$ cat config.mk
export PLATFORM = sky130hd
export DESIGN_NAME = rsa_byte_uart_tx
export DESIGN_NICKNAME = d
export VERILOG_FILES = /design/src/rtl/rsa_io_pkg.sv /design/src/rtl/rsa_byte_fifo.sv /design/src/rtl/rsa_byte_uart_tx.sv
export SDC_FILE = /design/constraint.sdc
export NUM_CORES = 1
export LEC_CHECK = 0
export BUFFER_PORTS_ARGS = -buffer_cell sky130_fd_sc_hd__buf_2
export CORE_MARGIN = 10
export CORE_UTILIZATION = 23
export DETAILED_ROUTE_END_ITERATION = 10
export PLACE_DENSITY = 0.36
export SLEW_MARGIN = 20
export SYNTH_ARGS = -nofsm -noshare
export SYNTH_HDL_FRONTEND = slang
export SYNTH_SLANG_ARGS = --single-unit
$ cat constraint.sdc
create_clock -name clk -period 5.3 [get_ports clk]
set_input_delay 1.325 -clock clk [delete_from_list [all_inputs] [get_ports clk]]
set_output_delay 1.325 -clock clk [all_outputs]
set_load 0.01 [all_outputs]
$ cat src/rtl/rsa_io_pkg.sv
`default_nettype none
// ============================================================================
//  Module      : rsa_io_pkg
//  Description : Shared types and constants for the RSA CPU host-side I/O.
//  Revision    : 1.0  initial release
// ============================================================================
package rsa_io_pkg;

   // Serializer states; a frame walks START -> DATA -> STOP.
   typedef enum logic [1:0] {
      IDLE  = 2'd0,
      START = 2'd1,
      DATA  = 2'd2,
      STOP  = 2'd3
   } uart_state_t;

   // Line bits per 8N1 frame: start + 8 data + stop.
   localparam int UART_FRAME_BITS = 10;

   // Width of one result byte.
   localparam int BYTE_W = 8;

endpackage
`default_nettype wire

$ cat src/rtl/rsa_byte_fifo.sv
`default_nettype none
// ============================================================================
//  Module      : rsa_byte_fifo
//  Description : Show-ahead byte FIFO buffering CPU result bytes for the UART.
//                A push into a full FIFO is accepted only if a pop happens in
//                the same cycle; otherwise the byte is dropped.
//  Revision    : 1.0  initial release
// ============================================================================
module rsa_byte_fifo
   import rsa_io_pkg::*;
#(
   parameter int FIFO_DEPTH = 16
) (
   input  logic                          clk,
   input  logic                          reset,
   input  logic                          push,
   input  logic [BYTE_W-1:0]             wdata,
   input  logic                          pop,
   output logic [BYTE_W-1:0]             rdata,
   output logic [$clog2(FIFO_DEPTH):0]   count,
   output logic                          full,
   output logic                          empty
);

   localparam int c_AW = $clog2(FIFO_DEPTH);
   localparam logic [c_AW:0] c_DEPTH = (c_AW+1)'(FIFO_DEPTH);

   logic [BYTE_W-1:0] r_mem [FIFO_DEPTH];
   logic [c_AW-1:0]   r_wptr;
   logic [c_AW-1:0]   r_rptr;
   logic [c_AW:0]     r_count;
   logic              w_do_push;
   logic              w_do_pop;

   assign full      = (r_count == c_DEPTH);
   assign empty     = (r_count == '0);
   assign count     = r_count;
   assign rdata     = r_mem[r_rptr];
   assign w_do_pop  = pop & ~empty;
   assign w_do_push = push & (~full | w_do_pop);

   // Storage array; written only on accepted pushes, no reset required.
   always_ff @(posedge clk) begin
      if (w_do_push) begin
         r_mem[r_wptr] <= wdata;
      end
   end

   // Pointers wrap naturally at the power-of-two depth; count tracks occupancy.
   always_ff @(posedge clk) begin
      if (reset) begin
         r_wptr  <= '0;
         r_rptr  <= '0;
         r_count <= '0;
      end else begin
         if (w_do_push) begin
            r_wptr <= r_wptr + 1'b1;
         end
         if (w_do_pop) begin
            r_rptr <= r_rptr + 1'b1;
         end
         case ({w_do_push, w_do_pop})
            2'b10:   r_count <= r_count + 1'b1;
            2'b01:   r_count <= r_count - 1'b1;
            default: r_count <= r_count;
         endcase
      end
   end

endmodule
`default_nettype wire

$ cat src/rtl/rsa_byte_uart_tx.sv
`default_nettype none
// ============================================================================
//  Module      : rsa_byte_uart_tx
//  Description : Captures CPU result bytes on rising edges of the read-enable
//                strobe, buffers them and sends them out as UART 8N1 frames.
//                Raises a sticky done once the CPU end flag has been seen and
//                the line has drained.
//  Revision    : 1.0  initial release
// ============================================================================
module rsa_byte_uart_tx
   import rsa_io_pkg::*;
#(
   parameter int CLKS_PER_BIT = 5208,
   parameter int FIFO_DEPTH   = 16
) (
   input  logic              clk,
   input  logic              reset,
   input  logic [BYTE_W-1:0] byte_in,
   input  logic              byte_strobe,
   input  logic              end_flag,
   output logic              tx,
   output logic              busy,
   output logic              fifo_full,
   output logic              overflow,
   output logic              done
);

   localparam int c_BW = $clog2(CLKS_PER_BIT);
   // The bit-end flag is registered, so it is set while the counter sits on
   // the second-to-last value and is visible on the last cycle of the bit.
   localparam logic [c_BW-1:0] c_BAUD_PRELAST = c_BW'(CLKS_PER_BIT - 2);

   logic                        r_strobe_q;
   logic                        w_push;
   logic                        r_end_seen;
   logic                        r_done;
   logic                        r_overflow;
   logic                        r_tx;

   uart_state_t                 r_state;
   uart_state_t                 w_state_nx;
   logic [c_BW-1:0]             r_baud_cnt;
   logic [c_BW-1:0]             w_baud_nx;
   logic                        r_bit_end;
   logic                        w_bit_end_nx;
   logic [2:0]                  r_bit_idx;
   logic [2:0]                  w_bit_idx_nx;
   logic [BYTE_W-1:0]           r_shift;
   logic [BYTE_W-1:0]           w_shift_nx;
   logic                        w_tx_nx;
   logic                        w_pop;

   logic [BYTE_W-1:0]           w_rdata;
   logic [$clog2(FIFO_DEPTH):0] w_count;
   logic                        w_full;
   logic                        w_empty;

   assign w_push    = byte_strobe & ~r_strobe_q;
   assign tx        = r_tx;
   assign busy      = (r_state != IDLE);
   assign fifo_full = w_full;
   assign overflow  = r_overflow;
   assign done      = r_done;

   rsa_byte_fifo #(
      .FIFO_DEPTH (FIFO_DEPTH)
   ) u_fifo (
      .clk   (clk),
      .reset (reset),
      .push  (w_push),
      .wdata (byte_in),
      .pop   (w_pop),
      .rdata (w_rdata),
      .count (w_count),
      .full  (w_full),
      .empty (w_empty)
   );

   // Strobe edge detect, end latch and the sticky overflow/done flags.
   always_ff @(posedge clk) begin
      if (reset) begin
         r_strobe_q <= 1'b0;
         r_end_seen <= 1'b0;
         r_overflow <= 1'b0;
         r_done     <= 1'b0;
      end else begin
         r_strobe_q <= byte_strobe;
         if (end_flag) begin
            r_end_seen <= 1'b1;
         end
         if (w_push && w_full && !w_pop) begin
            r_overflow <= 1'b1;
         end
         if (r_end_seen && (w_count == '0) && (r_state == IDLE) && !w_push) begin
            r_done <= 1'b1;
         end
      end
   end

   // Serializer state register, bit timer and registered line output.
   always_ff @(posedge clk) begin
      if (reset) begin
         r_state    <= IDLE;
         r_baud_cnt <= '0;
         r_bit_end  <= 1'b0;
         r_bit_idx  <= 3'd0;
         r_shift    <= '0;
         r_tx       <= 1'b1;
      end else begin
         r_state    <= w_state_nx;
         r_baud_cnt <= w_baud_nx;
         r_bit_end  <= w_bit_end_nx;
         r_bit_idx  <= w_bit_idx_nx;
         r_shift    <= w_shift_nx;
         r_tx       <= w_tx_nx;
      end
   end

   // Next-state logic: pop a byte from IDLE or at the end of STOP, walk bits.
   always_comb begin
      w_state_nx   = r_state;
      w_shift_nx   = r_shift;
      w_bit_idx_nx = r_bit_idx;
      w_pop        = 1'b0;
      if (r_bit_end) begin
         w_baud_nx    = '0;
         w_bit_end_nx = 1'b0;
      end else begin
         w_baud_nx    = r_baud_cnt + 1'b1;
         w_bit_end_nx = (r_baud_cnt == c_BAUD_PRELAST);
      end

      case (r_state)
         IDLE: begin
            w_baud_nx    = '0;
            w_bit_end_nx = 1'b0;
            if (!w_empty) begin
               w_pop      = 1'b1;
               w_shift_nx = w_rdata;
               w_state_nx = START;
            end
         end
         START: begin
            if (r_bit_end) begin
               w_bit_idx_nx = 3'd0;
               w_state_nx   = DATA;
            end
         end
         DATA: begin
            if (r_bit_end) begin
               w_shift_nx   = r_shift >> 1;
               w_bit_idx_nx = r_bit_idx + 3'd1;
               if (r_bit_idx == 3'd7) begin
                  w_state_nx = STOP;
               end
            end
         end
         STOP: begin
            if (r_bit_end) begin
               if (!w_empty) begin
                  w_pop      = 1'b1;
                  w_shift_nx = w_rdata;
                  w_state_nx = START;
               end else begin
                  w_state_nx = IDLE;
               end
            end
         end
         default: begin
            w_state_nx = IDLE;
         end
      endcase

      case (w_state_nx)
         START:   w_tx_nx = 1'b0;
         DATA:    w_tx_nx = w_shift_nx[0];
         default: w_tx_nx = 1'b1;
      endcase
   end

endmodule
`default_nettype wire

== Word level (Yosys, flattened, before mapping) ==
Memories as Yosys holds them, arrays and structs flattened. A register that Yosys moved wholly into a read port is not among the register bits.
Cells that the tools add are included.
Cells by class
  add/subtract/negate cells: 6
  multiply operators: 0
  div/mod/pow operators: 0
  magnitude comparators: 0
  equality and inequality tests: 13
  shift-type cells: 0
  mux-type cells: 23
  bitwise logic cells: 7
  reduce and logical (&&, ||, !) cells: 16
Operator list (number)
  8-bit 2-to-1 mux: 3
  8-bit case mux with 3 select lines: 1
  13-bit by 1-bit adder with 13-bit output, second input constant: 1
  13-bit equality test, second input constant: 1
  2-bit 2-to-1 mux: 5
  5-bit case mux with 2 select lines: 1
  4-bit by 1-bit adder with 4-bit output, second input constant: 2
  2-bit equality test, second input constant: 4
  4-bit 2-to-1 mux: 2
  2-bit case mux with 4 select lines: 1
  2-bit by 1-bit equality test with 1-bit output, second input constant: 3
  3-bit 2-to-1 mux: 2
  2-bit != test, second input constant: 3
  3-bit case mux with 2 select lines: 1
  3-bit AND reduction: 2
  2-bit nonzero test: 3
  5-bit by 1-bit adder with 5-bit output, second input constant: 1
  5-bit equality test, second input constant: 1
  1-bit logical AND: 5
  5-bit zero test: 1
  1-bit 2-to-1 mux: 5
  5-bit by 1-bit subtractor with 5-bit output, second input constant: 1
  1-bit case mux with 2 select lines: 2
  3-bit by 1-bit adder with 3-bit output, second input constant: 1
  8 further kinds: 13
Storage, ports and cells
  register bits after elaboration: 45
  bits in latches: 0
  memory bits (writable): 128
  ROM bits: 0
  input bits: 12
  output and inout port bits: 5
  logic and storage cells: 80
  memories: 1
Memory list
  u_fifo.r_mem: depth 16, bits a word 8, read ports 1, clocked after Yosys merged registers in 1, write ports 1, RTL line rsa_byte_fifo.sv:28  | logic [BYTE_W-1:0] r_mem [FIFO_DEPTH];

== Longest topological paths before layout ==
Gate-level depths: netlist (run 1).
  depth after elaboration: 9
  mapped depth: 11
  gate-level depth less buffers: 11

== Hierarchy ==
A second synthesis (run 1) with hierarchy kept.
Second synthesis, totals
  cell total of the unflattened synthesis: 504
  area total of the unflattened synthesis: 7423.4 um2
By module, submodules not included
  rsa_byte_fifo: instances 1, cells an instance 322, area each 5854.4 um2, sequential area each 4184.0 um2
  rsa_byte_uart_tx: instances 1, cells an instance 182, area each 1569.0 um2, sequential area each 640.6 um2

== Least setup slack after synthesis (run 1) ==
OpenSTA, ideal clock, no wires.
  path type: in2reg
  start point: input port byte_strobe
  end point: register u_fifo.r_count[4] (netlist: u_fifo.count[4])
  setup time: 123 ps
  arrival: 3387 ps
  required time: 5177 ps
  path slack: 1789 ps
  stages on the path: 10
  buffers on the path: 1
  cells stage by stage: nor2b_1 -> clkbuf_1 -> a2111oi_4 -> xor2_1 -> ha_1 -> or2_2 -> o21ai_0 -> nand3b_1 -> o211ai_1 -> mux2_1
Between the ends
  cells in the longest elaborated chain, start to end: 4
  elaborated cells on any way between the ends: 6
  classes of those cells: 2 x eq/ne; 1 x mux; 2 x bitwise; 1 x reduce/logical
RTL lines
  start: declaration: RTL line rsa_byte_uart_tx.sv:19  | input logic byte_strobe,
  1-bit bitwise AND *: RTL line rsa_byte_uart_tx.sv:58  | assign w_push = byte_strobe & ~r_strobe_q;
  1-bit bitwise AND *: RTL line rsa_byte_fifo.sv:40  | assign w_do_push = push & (~full | w_do_pop);
  2-bit by 1-bit equality test with 1-bit output or 2-bit equality test (tied branches): RTL line rsa_byte_fifo.sv:62  | case ({w_do_push, w_do_pop})
  5-bit case mux with 2 select lines or 2-bit nonzero test (tied branches)
  end signal: assignment: RTL line rsa_byte_fifo.sv:63  | 2'b10: r_count <= r_count + 1'b1;
  end signal: assignment: RTL line rsa_byte_fifo.sv:64  | 2'b01: r_count <= r_count - 1'b1;
  end signal: assignment: RTL line rsa_byte_fifo.sv:65  | default: r_count <= r_count;
  end: declaration: RTL line rsa_byte_fifo.sv:31  | logic [c_AW:0] r_count;
Every way passes the cells marked *; elsewhere a longest branch is shown, timed or not.
A chain may end at the register's enable or synchronous reset.

== Worst setup path in the final report (run 1) ==
Ends and elaborated chain as after synthesis.

==> impl_metrics.csv, run 1 <==
group,metric,value,unit
run_status,outcome,"completed",
global_route,grt_max_degree,30,
worst_hold_path,min_to,"r_baud_cnt[0]",
setup_path,reg2reg_slack,2130,ps
clock_network,path_clk_slew,70,ps
place,numPortBuffers,16,
clock_network,root_buffer,"clkbuf_16",
yosys,ys_seq_area_share,65.7,%
yosys,synth_top_area_cell,"edfxtp_1",
clock_network,postCtsSetupRepairBufs,0,
worst_hold_path,min_path_cells,1,
route,drt-total-wl,17500,µm
clock_network,cts_tree,"built",
layout,drive_above_1_share,15.0,%
setup_path,r2r_start,"r_bit_end",
setup_path,cp-start-kind,"input port",
floorplanning,die_x,199,µm
layout,fillCellCount,3212,
floorplanning,fp-row-count,65,
yosys,ys_ff_latch,177,
yosys,syn_nets,543,
setup_path,critPathArrivalTime,3660,ps
setup_path,reg2reg_depth,4,
yosys,synth_cells,515,
yosys,synth_edf_count,128,
yosys,yosysTopAreaCellShare,52.3,%
clock_network,postCtsHoldBufs,0,
sta,fin_crit_sh,63.2,%
clock_network,numClockSinks,177,
floorplanning,dieArea,39500,µm²
setup_path,path_class,"input port to flip-flop",
global_route,grt_use_total,9.23,%
floorplanning,initial_core_util,23.3,%
setup_path,worst-path-buf-inv,1,
global_route,grt_pass1_vias,4430,
layout,finalInstanceArea,8540,µm²
sta,tightest_slew,1060,ps
yosys,netlist_area,7340,µm²
place,place_congestion,0.781,
route,dr_total_vias,4211,
setup_path,cp.depth,10,
floorplanning,core-area,31600,µm²
yosys,postSynthAreaPerCell,14.3,µm²
setup_path,path_max_fanout,9,
worst_hold_path,hp-class,"flip-flop to flip-flop",
yosys,synth_ff_type,"edfxtp_1",
power_and_ir_drop,power_density,458,nW/µm²
sta,slew_viol_final,0,
sta,holdWs,471,ps
sta,fin_crit,3350,ps
layout,instances_no_fill,948,
route,drc,0,
place,post_dp_cell_area,7880,µm²
setup_path,crit_chain,"buf_2 -> nor2b_1 -> a2111oi_4 -> xor2_1 -> ha_1 -> or2_2 -> o21ai_0 -> nand3b_1 -> o211ai_1 -> mux2_1",
sta,rsz0062_at_grt,"false",
sta,hold_violations,0,
clock_network,cts-htree-levels,4,
worst_hold_path,hold_start,"r_baud_cnt[0]",
power_and_ir_drop,total_leakage_power,2.76,nW
clock_network,clockBufferDepth,2,
power_and_ir_drop,p_total,3.91,mW
global_route,antenna_found_initial,0,
setup_path,crit_slowest_cell,"a2111oi_4",
setup_path,r2r-end,"u_fifo.r_mem[4][6]",
route,antenna_left,0,
yosys,ys_types,57,
floorplanning,die_h,199,µm
layout,syn2layout_area_growth,16.3,%
flow_run,maxCapViolCount,0,
sta,relSlewSlack,29.0,%
yosys,synthArstFlopShare,0,%
sta,skew,8.24,ps
sta,worst_slack,1950,ps
setup_path,end_kind,"flip-flop",
setup_path,critPathRequiredTime,5610,ps
sta,tns,0,ps
yosys,synth.area.top_cells,"edfxtp_1 (52%), dfxtp_1 (13%), mux4_2 (5.5%)",
sta,max_freq,299,MHz
floorplanning,pin_count,17,
layout,finalCoreUtilization,27.1,%
layout,diodes,0,
place,post-place-ws,1470,ps
yosys,yosysWarnings,0,
sta,final-setup-viol-count,0,
place,hpwl,11900,µm
clock_network,cts_buffers,17,
clock_network,clk_latency,430,ps
route,dr.pass1.iters,4,
route,wl_per_cell,18.5,µm
setup_path,crit_family,"compound AO/OA/AOI/OAI gates",
route,drtIter0Drc,247,
layout,nets,562,
setup_path,critPathMaxStageDelay,600,ps
global_route,grt_pass1_wl,27100,µm
power_and_ir_drop,ir_worst_vdd,0.218,mV
place,dp_cells,917,
global_route,grt_overflow,0,
clock_network,postCtsResizedCells,0,
route,drt-vias-per-instance,4.44,
-- metal layers --
layer / share of wire (%) / vias to the layer above / GRT usage (%) / routed length, µm
met5: 0 / - / 0 / 0
met1: 49 / 2121 / 12.4 / 8650
met3: 3.2 / 12 / 1.93 / 566
met4: 1.5 / 0 / 3.39 / 270
li1: - / 2014 / - / -
met2: 46 / 64 / 14.3 / 8060
-- synthesized netlist by cell type, drive strengths merged (3+ instances only) --
cell type    n
nand2b       9
mux4        18
nand3        9
buf          9
o21ai        7
edfxtp     128
nor3        24
or2          3
xnor2        6
mux2i       32
clkbuf      14
ha          16
or3          5
a22oi       14
nor2        48
a221o        6
nor4         7
a221oi       7
nand2       14
and2         5
a21oi       17
dfxtp       49
nand4        6
xor2        10
inv         15
nor2b        4
o211ai       3
-- sequential cells by signal, indices dropped and copies added (netlist names), named ones only --
signal and cells:
r_bit_end 1, u_fifo.r_mem 128, u_fifo.r_rptr 4, r_end_seen 1, overflow 1, r_shift 8
u_fifo.count 5, tx 1, r_strobe_q 1, r_baud_cnt 13, r_bit_idx 3, u_fifo.r_wptr 4
r_state 2, done 1
-- worst max-delay path by stage --
stage,start,slack (ps),end
5_1_grt,byte_strobe,1710,u_fifo.count[4]
3_3_place_gp,byte_strobe,1470,u_fifo.count[4]
3_5_place_dp,byte_strobe,1470,u_fifo.count[4]
6_report,byte_strobe,1950,u_fifo.count[4]
4_1_cts,byte_strobe,1930,u_fifo.count[4]
2_1_floorplan,byte_strobe,1790,u_fifo.count[4]
-- logic make-up (layout without fill, tap and decap cells) --
logic type               after synthesis  count (layout)  synth area share, %
multiplexers                          51              51                 10.0
AO/OA/AOI/OAI                         73              73                 7.43
buffers and inverters                 38              69                 2.08
XOR/XNOR                              16              16                 1.91
flip-flops                           177             177                 65.7
AND/OR/NAND/NOR                      144             144                 10.1
adder cells (fa/ha/maj)               16              16                 2.73
-- final cells by class --
| class | instances | area [µm²] | share of cell area [%] |
|---|---|---|---|
| Inverter | 15 | 56.3 | 0.659 |
| Multi-Input combinational cell | 300 | 2370 | 27.8 |
| Sequential cell | 177 | 4830 | 56.5 |
| Clock buffer | 17 | 425 | 4.98 |
| Tap cell | 402 | 503 | 5.89 |
| Clock inverter | 14 | 225 | 2.64 |
| Timing Repair Buffer | 23 | 133 | 1.55 |
-- worst reg2reg max path, delay by kind of cell, from the launching register on --
kind | cells | cell delay (ps)
and+or+nand+nor | 2 | 1210
DFF | 1 | 640
AOI/OAI and AO/OA | 2 | 940
-- cell usage in the layout (no fill, tap or decap), drive strengths merged, types with 2 or more instances in the layout --
cell type  instances
edfxtp           128
dfxtp             49
nor2              48
mux2i             32
nor3              24
buf               23
inv               20
mux4              18
a21oi             17
clkbuf            17
ha                16
nand2             14
a22oi             14
xor2              10
nand3              9
nand2b             9
o21ai              7
a221oi             7
nor4               7
nand4              6
xnor2              6
a221o              6
and2               5
or3                5
bufinv             5
nor2b              4
o211ai             3
or2                3
or4                2
nor3b              2
o21bai             2
a211oi             2
a32oi              2
nand4b             2
o211a              2
clkinvlp           2
a21boi             2
clkinv             2
-- where the power goes --
part	internal, mW	switching (mW)	leakage, nW
Combinational	0.371	0.500	0.896
Clock	0.844	0.554	0.313
Sequential	1.56	0.0862	1.55
Power figures use the tool's default switching activity.
==> run 2: changes to the inputs <==
--- a/config.mk
+++ b/config.mk
@@ -9,7 +9,7 @@
 export CORE_MARGIN = 10
 export CORE_UTILIZATION = 23
 export DETAILED_ROUTE_END_ITERATION = 10
-export PLACE_DENSITY = 0.36
+export PLACE_DENSITY = 0.37
 export SLEW_MARGIN = 20
 export SYNTH_ARGS = -nofsm -noshare
 export SYNTH_HDL_FRONTEND = slang
==> constraint.sdc (replaced) <==
create_clock -name clk -period 2.75 [get_ports clk]
set_input_delay 0.6875 -clock clk [delete_from_list [all_inputs] [get_ports clk]]
set_output_delay 0.6875 -clock clk [all_outputs]
set_load 0.01 [all_outputs]
==> impl_metrics.csv, run 2 (synthesis results as in run 1) <==
group,metric,value,unit
run_status,outcome,"completed",
global_route,antenna_found_initial,0,
clock_network,root_buffer,"clkbuf_16",
floorplanning,die_x,199,µm
clock_network,cts_buffers,17,
route,drtIter0Drc,354,
floorplanning,dieArea,39500,µm²
worst_hold_path,hold_start,"r_baud_cnt[0]",
place,post_dp_cell_area,8130,µm²
global_route,grt_use_total,9.47,%
global_route,grt_overflow,0,
clock_network,postCtsHoldBufs,0,
sta,rsz0062_at_grt,"false",
layout,largest_register_ffs,128,
layout,final_cell_mix,"edfxtp_1 (128), nor2_1 (47), dfxtp_1 (46)",
route,wl_per_cell,18.4,µm
sta,tightest_slew,955,ps
clock_network,path_clk_slew,70,ps
layout,reg_top3,"u_fifo.r_mem (128), r_baud_cnt (13), r_shift (8)",
setup_path,r2r_start,"r_state[0]",
global_route,grt_pass1_wl,27800,µm
global_route,grt_pass1_vias,4498,
sta,tns,0,ps
flow_run,maxCapViolCount,0,
clock_network,clk_latency,420,ps
layout,finalInstanceArea,8740,µm²
clock_network,clockBufferDepth,2,
layout,syn2layout_area_growth,19.0,%
sta,max_freq,392,MHz
setup_path,crit_start,"r_state[0]",
sta,skew,13.8,ps
layout,drive_above_1_share,20.1,%
setup_path,end_kind,"flip-flop",
layout,fillCellCount,3235,
power_and_ir_drop,p_total,7.45,mW
route,drt-vias-per-instance,4.47,
clock_network,cts-htree-levels,4,
floorplanning,fp-row-count,65,
place,numPortBuffers,16,
sta,final-setup-viol-count,0,
place,place_congestion,0.725,
place,hpwl,12300,µm
clock_network,postCtsSetupRepairBufs,0,
setup_path,critPathRequiredTime,3060,ps
global_route,grt_max_degree,24,
sta,relSlewSlack,35.7,%
clock_network,numClockSinks,177,
route,antenna_left,0,
power_and_ir_drop,total_leakage_power,2.90,nW
layout,nets,591,
sta,slew_viol_final,0,
sta,holdWs,470,ps
setup_path,critPathArrivalTime,2860,ps
power_and_ir_drop,ir_worst_vdd,0.453,mV
setup_path,path_class,"flip-flop to flip-flop",
floorplanning,initial_core_util,23.3,%
floorplanning,core-area,31600,µm²
setup_path,path_max_fanout,6,
floorplanning,pin_count,17,
sta,fin_crit,2550,ps
sta,hold_violations,0,
clock_network,cts_tree,"built",
route,drt-total-wl,18000,µm
route,dr_total_vias,4375,
route,dr.pass1.iters,5,
layout,layout_commonest_cell,"edfxtp_1",
setup_path,cp-start-kind,"flip-flop",
floorplanning,die_h,199,µm
layout,diodes,0,
sta,fin_crit_sh,92.6,%
layout,regMostFlops,"u_fifo.r_mem",
power_and_ir_drop,power_density,852,nW/µm²
worst_hold_path,hp-class,"flip-flop to flip-flop",
route,drc,0,
[run 2: cell types whose count changed in the layout (fill, tap and decap cells not counted), sizes merged]
cell,delta
bufinv,-3
clkinvlp,-1
clkbuf,+3
clkinv,+3
buf,+29
inv,-1
[run 2: area by class of cell]
type	instances	area, µm²	area share (%)
tap	402	503	5.75
multi-input combinational	300	2390	27.3
inverter	15	56.3	0.644
sequential	177	4830	55.2
timing repair buffer	52	363	4.15
clock buffer	20	457	5.22
clock inverter	12	148	1.69
[run 2: per-stage QoR]
step / instances / worst slack [ps] / util (%)
floorplan: 515 / 5.53 / -
detailed placement: 946 / 78.6 / 25.8
finish: 978 / 202 / 27.7
global placement: 946 / 95.8 / 25.8
global route: 978 / 29.3 / 27.7
CTS: 978 / 60.7 / 27.7
[run 2: critical path: stages (launching register included)]
cell,delay (ps)
dfxtp_2,380
inv_1,90
ha_2,330
a2111oi_4,370
xor2_1,120
ha_1,200
or2_2,280
o21ai_0,150
nand3b_1,90
o211ai_1,90
mux2_1,330
[run 2: power breakdown]
group / internal (mW) / switching, mW
registers: 3.01 / 0.167
logic: 0.803 / 1.01
clock network: 1.41 / 1.05
[run 2: layer usage]
| layer | share of wire (%) | track usage, % | up-vias | wire [µm] |
|---|---|---|---|---|
| met3 | 3.7 | 2.04 | 16 | 662 |
| met1 | 48 | 12.6 | 2215 | 8630 |
| met2 | 47 | 14.8 | 68 | 8410 |
| met5 | 0 | 0 | - | 0 |
| li1 | - | - | 2076 | - |
| met4 | 1.6 | 3.48 | 0 | 286 |
[run 2: path summary, 6_finish.rpt]
check / endpoint / slack (ps) / cells past startpoint
setup reg to reg: u_fifo.count[4] / 200 / 10
hold reg to reg: r_baud_cnt[0] / 470 / 1
hold / removal: r_baud_cnt[0] / 470 / 1
setup / recovery: u_fifo.count[4] / 200 / 10
[run 2: timing repair]
item	4_1_cts	5_1_grt
hold endpoints to repair	0	0
endpoints found under the setup margin	0	9
resized for setup	0	3
